--- config.mk ---
export PLATFORM = sky130hd
export DESIGN_NAME = usb_ddr3_cmd_seq
export DESIGN_NICKNAME = d
export VERILOG_FILES = /design/src/rtl/usb_ddr3_pkg.sv /design/src/rtl/axis_word_pack.sv /design/src/rtl/usb_ddr3_cmd_seq.sv
export SDC_FILE = /design/constraint.sdc
export NUM_CORES = 1
export LEC_CHECK = 0
export ABC_AREA = 1
export CORE_ASPECT_RATIO = 0.6
export CORE_UTILIZATION = 50
export DETAILED_ROUTE_END_ITERATION = 10
export GPL_TIMING_DRIVEN = 0
export MAX_ROUTING_LAYER = met4
export PLACE_DENSITY = 0.76
export SLEW_MARGIN = 20
export SYNTH_ARGS = -nofsm -noshare
export SYNTH_HDL_FRONTEND = slang
export SYNTH_SLANG_ARGS = --single-unit
--- constraint.sdc ---
create_clock -name clock -period 2.2 [get_ports clock]
set_clock_uncertainty 0.1 [all_clocks]
set_input_delay 0.44 -clock clock [delete_from_list [all_inputs] [get_ports clock]]
set_output_delay 0.44 -clock clock [all_outputs]
set_load 0.01 [all_outputs]
--- src/rtl/usb_ddr3_pkg.sv ---
// Shared definitions for the USB-to-DDR3 command sequencer: command opcodes,
// host status bytes, header geometry, FSM state encoding and small helpers.
package usb_ddr3_pkg;

    localparam logic [7:0] CMD_WRITE = 8'h01;
    localparam logic [7:0] CMD_READ  = 8'h02;

    localparam logic [7:0] STS_WR_OK = 8'h81;
    localparam logic [7:0] STS_ERR   = 8'hEE;

    // Header: opcode, addr[7:0], addr[15:8], addr[23:16], len[7:0], len[15:8]
    localparam int         HDR_LEN      = 6;
    localparam logic [2:0] HDR_LAST_IDX = 3'(HDR_LEN - 1);

    typedef enum logic [3:0] {
        ST_IDLE,
        ST_HDR,
        ST_WDAT,
        ST_WREQ,
        ST_RREQ,
        ST_RWAIT,
        ST_RSER,
        ST_DRAIN,
        ST_RESP
    } state_e;

    // States in which the BULK OUT stream is allowed to deliver bytes.
    function automatic logic accepts_input(input state_e s);
        return (s == ST_IDLE) || (s == ST_HDR) || (s == ST_WDAT) || (s == ST_DRAIN);
    endfunction

    // Little-endian byte lane selection within a 32-bit word.
    function automatic logic [7:0] word_byte(input logic [31:0] w, input logic [1:0] idx);
        return w[{idx, 3'b000} +: 8];
    endfunction

endpackage

--- src/rtl/axis_word_pack.sv ---
// 8->32 bit byte packer for the WRITE payload path.
// Ports:
//   clock, reset_n  - clock and synchronous active-low reset
//   clear           - discard any partially assembled word
//   in_valid/in_data- one payload byte accepted this cycle
//   word_last       - the next accepted byte completes a word (lane 3)
//   word            - assembled word, byte k in bits [8k+7:8k]
module axis_word_pack (
    input  logic        clock,
    input  logic        reset_n,
    input  logic        clear,
    input  logic        in_valid,
    input  logic [7:0]  in_data,
    output logic        word_last,
    output logic [31:0] word
);

    logic [1:0] byte_idx;

    assign word_last = (byte_idx == 2'd3);

    // NOTE: sequential state uses non-blocking assignments and the reset is
    // sampled inside the clocked block, so it is fully synchronous.
    always_ff @(posedge clock) begin
        if (!reset_n) begin
            byte_idx <= 2'd0;
            word     <= 32'd0;
        end else if (clear) begin
            // Only the lane pointer needs clearing; stale lanes are overwritten
            // before any word built from them can be issued.
            byte_idx <= 2'd0;
        end else if (in_valid) begin
            word[{byte_idx, 3'b000} +: 8] <= in_data;
            byte_idx                      <= byte_idx + 2'd1;
        end
    end

endmodule

--- src/rtl/usb_ddr3_cmd_seq.sv ---
// Command sequencer between USB BULK OUT/IN byte streams and the DDR3 word port.
// Parses 6-byte command headers, performs N-word writes or reads, and returns
// read data or a one-byte status on BULK IN.
// Ports:
//   clock, reset_n                 - USB clock, synchronous active-low reset
//   s_t{valid,ready,last,data}     - BULK OUT byte stream (host -> device)
//   m_t{valid,ready,last,data}     - BULK IN byte stream (device -> host)
//   mem_wrreq/mem_rdreq, mem_ready - word request, held until accepted
//   mem_addr, mem_wdata            - request address and write word
//   mem_rvalid, mem_rdata          - read-data strobe and word
//   busy_o                         - sequencer not idle
module usb_ddr3_cmd_seq
    import usb_ddr3_pkg::*;
#(
    parameter int ADDR_WIDTH   = 24,
    parameter int MAX_LEN_LOG2 = 16
) (
    input  logic                  clock,
    input  logic                  reset_n,
    input  logic                  s_tvalid,
    output logic                  s_tready,
    input  logic                  s_tlast,
    input  logic [7:0]            s_tdata,
    output logic                  m_tvalid,
    input  logic                  m_tready,
    output logic                  m_tlast,
    output logic [7:0]            m_tdata,
    output logic                  mem_wrreq,
    output logic                  mem_rdreq,
    input  logic                  mem_ready,
    output logic [ADDR_WIDTH-1:0] mem_addr,
    output logic [31:0]           mem_wdata,
    input  logic                  mem_rvalid,
    input  logic [31:0]           mem_rdata,
    output logic                  busy_o
);

    state_e                  state, state_n;
    logic                    err_q, err_n;
    logic [7:0]              opcode_q;
    logic [2:0]              hdr_idx;
    logic [23:0]             hdr_addr;
    logic [MAX_LEN_LOG2-1:0] len_q;
    logic [MAX_LEN_LOG2:0]   word_cnt;
    logic                    tlast_seen_q;
    logic                    rd_last_q;
    logic [31:0]             rword_q;
    logic [1:0]              ser_idx;
    logic                    pack_last;

    logic s_fire, m_fire, wr_acc, rd_acc, is_last;
    assign s_fire  = s_tvalid & s_tready;
    assign m_fire  = m_tvalid & m_tready;
    assign wr_acc  = mem_wrreq & mem_ready;
    assign rd_acc  = mem_rdreq & mem_ready;
    // Word counter holds the index of the word currently being transferred.
    assign is_last = (word_cnt == {1'b0, len_q});

    axis_word_pack u_pack (
        .clock     (clock),
        .reset_n   (reset_n),
        .clear     ((state != ST_WDAT) && (state != ST_WREQ)),
        .in_valid  (s_fire && (state == ST_WDAT)),
        .in_data   (s_tdata),
        .word_last (pack_last),
        .word      (mem_wdata)
    );

    // NOTE: every always_comb output gets a default first so no path can
    // leave it unassigned and infer a latch.
    always_comb begin
        state_n = state;
        err_n   = err_q;
        case (state)
            ST_IDLE: if (s_fire) begin
                err_n   = s_tlast;
                state_n = s_tlast ? ST_RESP : ST_HDR;
            end
            ST_HDR: if (s_fire) begin
                if (hdr_idx == HDR_LAST_IDX) begin
                    if (opcode_q == CMD_WRITE) begin
                        // A WRITE always carries at least one payload word.
                        err_n   = s_tlast;
                        state_n = s_tlast ? ST_RESP : ST_WDAT;
                    end else if (opcode_q == CMD_READ) begin
                        state_n = s_tlast ? ST_RREQ : ST_DRAIN;
                    end else begin
                        err_n   = 1'b1;
                        state_n = s_tlast ? ST_RESP : ST_DRAIN;
                    end
                end else if (s_tlast) begin
                    err_n   = 1'b1;
                    state_n = ST_RESP;
                end
            end
            ST_WDAT: if (s_fire) begin
                if (pack_last) begin
                    state_n = ST_WREQ;
                end else if (s_tlast) begin
                    err_n   = 1'b1;
                    state_n = ST_RESP;
                end
            end
            ST_WREQ: if (wr_acc) begin
                if (is_last) begin
                    state_n = tlast_seen_q ? ST_RESP : ST_DRAIN;
                end else if (tlast_seen_q) begin
                    // Frame ended on a word boundary but short of N words.
                    err_n   = 1'b1;
                    state_n = ST_RESP;
                end else begin
                    state_n = ST_WDAT;
                end
            end
            // A zero-latency port may return data on the accept cycle itself.
            ST_RREQ:  if (rd_acc) state_n = mem_rvalid ? ST_RSER : ST_RWAIT;
            ST_RWAIT: if (mem_rvalid) state_n = ST_RSER;
            ST_RSER:  if (m_fire && (ser_idx == 2'd3)) state_n = rd_last_q ? ST_IDLE : ST_RREQ;
            ST_DRAIN: if (s_fire && s_tlast) begin
                state_n = ((opcode_q == CMD_READ) && !err_q) ? ST_RREQ : ST_RESP;
            end
            ST_RESP:  if (m_fire) state_n = ST_IDLE;
            default:  state_n = ST_IDLE;
        endcase
    end

    always_ff @(posedge clock) begin
        if (!reset_n) begin
            state        <= ST_IDLE;
            err_q        <= 1'b0;
            s_tready     <= 1'b0;
            m_tvalid     <= 1'b0;
            m_tlast      <= 1'b0;
            m_tdata      <= 8'd0;
            mem_wrreq    <= 1'b0;
            mem_rdreq    <= 1'b0;
            mem_addr     <= '0;
            busy_o       <= 1'b0;
            opcode_q     <= 8'd0;
            hdr_idx      <= 3'd0;
            hdr_addr     <= 24'd0;
            len_q        <= '0;
            word_cnt     <= '0;
            tlast_seen_q <= 1'b0;
            rd_last_q    <= 1'b0;
            rword_q      <= 32'd0;
            ser_idx      <= 2'd0;
        end else begin
            state <= state_n;
            err_q <= err_n;

            // Handshake outputs are registered copies of the next state.
            s_tready  <= accepts_input(state_n);
            busy_o    <= (state_n != ST_IDLE);
            mem_wrreq <= (state_n == ST_WREQ);
            mem_rdreq <= (state_n == ST_RREQ);
            m_tvalid  <= (state_n == ST_RSER) || (state_n == ST_RESP);

            if ((state == ST_IDLE) && s_fire) begin
                opcode_q     <= s_tdata;
                hdr_idx      <= 3'd1;
                tlast_seen_q <= 1'b0;
                word_cnt     <= '0;
            end

            if ((state == ST_HDR) && s_fire) begin
                hdr_idx <= hdr_idx + 3'd1;
                case (hdr_idx)
                    3'd1: hdr_addr[7:0]   <= s_tdata;
                    3'd2: hdr_addr[15:8]  <= s_tdata;
                    3'd3: hdr_addr[23:16] <= s_tdata;
                    3'd4: len_q[7:0]      <= s_tdata;
                    3'd5: begin
                        len_q[15:8] <= s_tdata;
                        mem_addr    <= hdr_addr[ADDR_WIDTH-1:0];
                    end
                    default: ;
                endcase
            end

            if ((state == ST_WDAT) && s_fire && s_tlast) tlast_seen_q <= 1'b1;

            if (wr_acc || rd_acc) begin
                mem_addr <= mem_addr + {{(ADDR_WIDTH-1){1'b0}}, 1'b1};
                word_cnt <= word_cnt + 1'b1;
            end
            if (rd_acc) rd_last_q <= is_last;

            if ((state_n == ST_RSER) && (state != ST_RSER)) begin
                rword_q <= mem_rdata;
                m_tdata <= mem_rdata[7:0];
                m_tlast <= 1'b0;
                ser_idx <= 2'd0;
            end else if ((state == ST_RSER) && m_fire && (ser_idx != 2'd3)) begin
                ser_idx <= ser_idx + 2'd1;
                m_tdata <= word_byte(rword_q, ser_idx + 2'd1);
                m_tlast <= rd_last_q && (ser_idx == 2'd2);
            end

            if ((state_n == ST_RESP) && (state != ST_RESP)) begin
                m_tdata <= err_n ? STS_ERR : STS_WR_OK;
                m_tlast <= 1'b1;
            end
        end
    end

endmodule

==> flow_summary.json, run 1 <==
{
  "final_cells": 1638,
  "status": "complete, but fails checks",
  "drive_above_1_share_pct": 17.4,
  "drv_cap": 0,
  "synth_ff_type": "dfxtp_1",
  "grt_overflow": 0,
  "viasPerCell": 5.67,
  "critPathKind": "reg2reg",
  "synth.mux.area_fraction_pct": 0.132,
  "postCtsHoldBufs": 0,
  "sw_frac_of_total_pct": 30.2,
  "maxSlewViolCount": 0,
  "power_density_mw_per_mm2": 668,
  "syn-instance-count": 1223,
  "ant_nets": 0,
  "dr.pass1.iters": 6,
  "coreArea_sq_mm": 0.0164,
  "die_x_um": 171,
  "setup_viol_count_final": 43,
  "h-tree-depth": 4,
  "synth_top_family_by_area": "simple AND/OR/NAND/NOR gates",
  "root_buffer": "clkbuf_16",
  "dp_hpwl_um": 20300,
  "wl_um": 29300,
  "synth-simple-area-share_pct": 25.2,
  "cp-start-kind": "flip-flop",
  "rows": 36,
  "synth-seq-cells": 181,
  "die_h_um": 103,
  "rsz0062_at_grt": "yes",
  "clk_pin_slew_ps": 80,
  "ys_async_sr_fraction_pct": 0,
  "cpPeakStageDelay_ps": 380,
  "period_share_pct": 110,
  "clock-sinks": 181,
  "nFillCells": 1350,
  "p_int_uw": 5360,
  "cp-end-kind": "flip-flop",
  "clk_path_buf_depth": 2,
  "placed_area_sq_mm": 0.00994,
  "dr_total_vias": 9286,
  "cpLargestDelayFamily": "simple AND/OR/NAND/NOR gates",
  "period_minus_slack_ps": 2420,
  "worstPathRequired_ps": 2430,
  "synth_nets": 1285,
  "postLayoutCellArea_sq_mm": 0.0115,
  "antenna_found_initial": 0,
  "grt_pass1_wl_um": 44600,
  "syn_area_sq_mm": 0.00853,
  "synth_compound_area_share_pct": 20.9,
  "drt_iter0_markers": 1170,
  "gp_congestion": 0.973,
  "crit_path_cell_trace": "nor2_4 -> inv_2 -> nor2_4 -> nand2_2 -> nor2_1 -> nand4_1 -> nand3_4 -> nand4_4 -> buf_6 -> or2_4 -> nand2_2 -> a21oi_2",
  "fin_ws_ps": -215,
  "crit_arrival_ps": 2640,
  "hp-class": "reg2reg",
  "yosysSeqAreaShare_pct": 42.5,
  "die_area_sq_mm": 0.0176,
  "yosys_warnings": 0,
  "cts_buffers": 17,
  "insertedDiodeCount": 0,
  "grt_pass1_vias": 8298,
  "place_inst": 1563,
  "switchingPower_uw": 2320,
  "power_frac_comb_pct": 14.6,
  "start_util_pct": 51.9,
  "power.share.clock_pct": 40.7,
  "synth_xor_area_share_pct": 0.821,
  "maxSlewHeadroom_pct": 41.7,
  "syn_to_final_growth_pct": 34.6,
  "io_pins": 117,
  "avgSynthCellArea_sq_um": 6.98,
  "nets": 1459,
  "path_buf_inv": 2,
  "grt_max_degree": 21,
  "worst_pin_slew_ps": 874,
  "cts_tree": "done",
  "violations": "negative setup slack",
  "p_seq_share_pct": 44.8,
  "synth.distinct_cells": 52,
  "synth-adder-area-share_pct": 2.20,
  "wl_per_cell_um": 17.9,
  "fmax_mhz": 414,
  "clock_latency_ps": 440,
  "cp_max_fo": 7,
  "synth-edff-count": 0,
  "drc": 0,
  "hold_viol": 0,
  "port_buffers": 112,
  "track_usage_pct": 34.4,
  "critPathSlowestCell": "dfxtp_4",
  "peakVddDrop_mv": 0.637,
  "p_leak_uw": 0.00450
}
## stage by stage
stage                     util [%]  hold WS (ps)  setup WS, ps  power [uW]  TNS (ps)
after floorplan                  -           323          74.8        3930         0
after global placement        60.5           341         -1280        4300    -94950
after detailed placement      60.5           342         -1290        4310    -92880
after CTS                     67.6           353         -18.7        7550     -18.7
after global routing          69.9           374          -332        7890    -10890
final                         69.9           356          -215        7670     -5780
## cell type report
type	instances	area [sq um]	area share, %
Buffer	46	231	2.01
Tap cell	228	285	2.48
Inverter	136	539	4.69
Multi-Input combinational cell	858	4650	40.5
Clock buffer	17	425	3.70
Sequential cell	181	3670	32.0
Clock inverter	15	178	1.55
Timing Repair Buffer	157	1510	13.1
## power by group through the flow
stage / sequential [uW] / clock [uW] / combinational, uW
6_report: 3430 / 3120 / 1120
5_1_grt: 3440 / 3270 / 1180
4_1_cts: 3430 / 3120 / 994
3_5_place_dp: 3500 / 0 / 810
3_3_place_gp: 3500 / 0 / 804
2_1_floorplan: 3510 / 0 / 421
## worst min-delay path: stages (launching register included)
cell and delay [ps]:
dfxtp_1 300, inv_1 60, a21oi_1 50
## logic make-up (layout without fill, tap and decap cells)
group,Yosys count,after routing
AND/OR/NAND/NOR,515,516
AO/OA/AOI/OAI,318,318
buffers and inverters,185,371
flip-flops,181,181
adder cells (fa/ha/maj),15,15
XOR/XNOR,8,8
multiplexers,1,1
## sequential cells by signal, indices dropped and copies added, names as in the netlist, 3 cells and up
name / count
rword_q: 32
u_pack.word: 32
hdr_addr: 24
mem_addr: 24
word_cnt: 17
len_q: 16
m_tdata: 8
opcode_q: 8
state: 4
hdr_idx: 3
## Yosys cell counts (all sizes together) (2+ instances only)
cell type	instances	area, sq um
o22ai	4	25.0
a31oi	10	62.6
o211a	3	30.0
inv	132	495
a311oi	2	17.5
dfxtp	181	3620
clkinv	4	15.0
xor2	6	52.6
a21oi	130	666
a32o	4	40.0
or2	2	12.5
clkbuf	40	150
o31ai	3	22.5
nand3	55	285
ha	15	188
nor2	155	602
a211oi	17	128
a22oi	4	30.0
a221oi	5	43.8
xnor2	2	17.5
buf	9	51.3
o211ai	3	22.5
nor3	21	110
nand4	15	115
nand2	265	1010
o21ai	126	634
## worst paths after layout
path | from | endpoint | slack (ps) | cells after the start
max | state[3] | rword_q[4] | -220 | 12
min | opcode_q[2] | opcode_q[2] | 360 | 2
max reg2reg | state[3] | rword_q[4] | -220 | 12
min reg2reg | opcode_q[2] | opcode_q[2] | 360 | 2
## metal layers
| layer | GRT usage, % | share of wire (%) | vias to the layer above |
|---|---|---|---|
| li1 | - | - | 4410 |
| met1 | 50.7 | 47 | 4309 |
| met2 | 45.3 | 39 | 519 |
| met3 | 8.75 | 12 | 48 |
| met4 | 9.36 | 1.6 | 0 |
| met5 | - | 0 | - |
## timing repair
item / CTS / global route
gates cloned: 3 / 0
setup buffers: 28 / 16
gates resized for setup: 105 / 103
setup endpoints to repair: 114 / 98
pin swaps: 22 / 37
## cells in the final DEF, fill, tap and decap left out, drive strengths merged, types with 2 or more instances in the layout
master and n:
nor2 155, dlygate4sd2 3, inv 139, a221oi 5
a31oi 10, o211ai 3, nand4 15, ha 15
a311oi 2, a211oi 17, o21ai 126, clkdlybuf4s50 108
nand3 56, or2 2, o31ai 3, clkinv 12
o22ai 4, xnor2 2, nand2 265, a22oi 4
a32o 4, xor2 6, o211a 3, buf 54
nor3 21, a21oi 130, dfxtp 181, clkbuf 54
No activity file was read; power rests on OpenSTA's default activity.
==> run 2, diff against run 1 <==
Settings changed: CAP_MARGIN set to 20, SLEW_MARGIN 20 to 25.
==> results of run 2 <==
No change in the layout: final DEF, timing and power equal those of run 1.
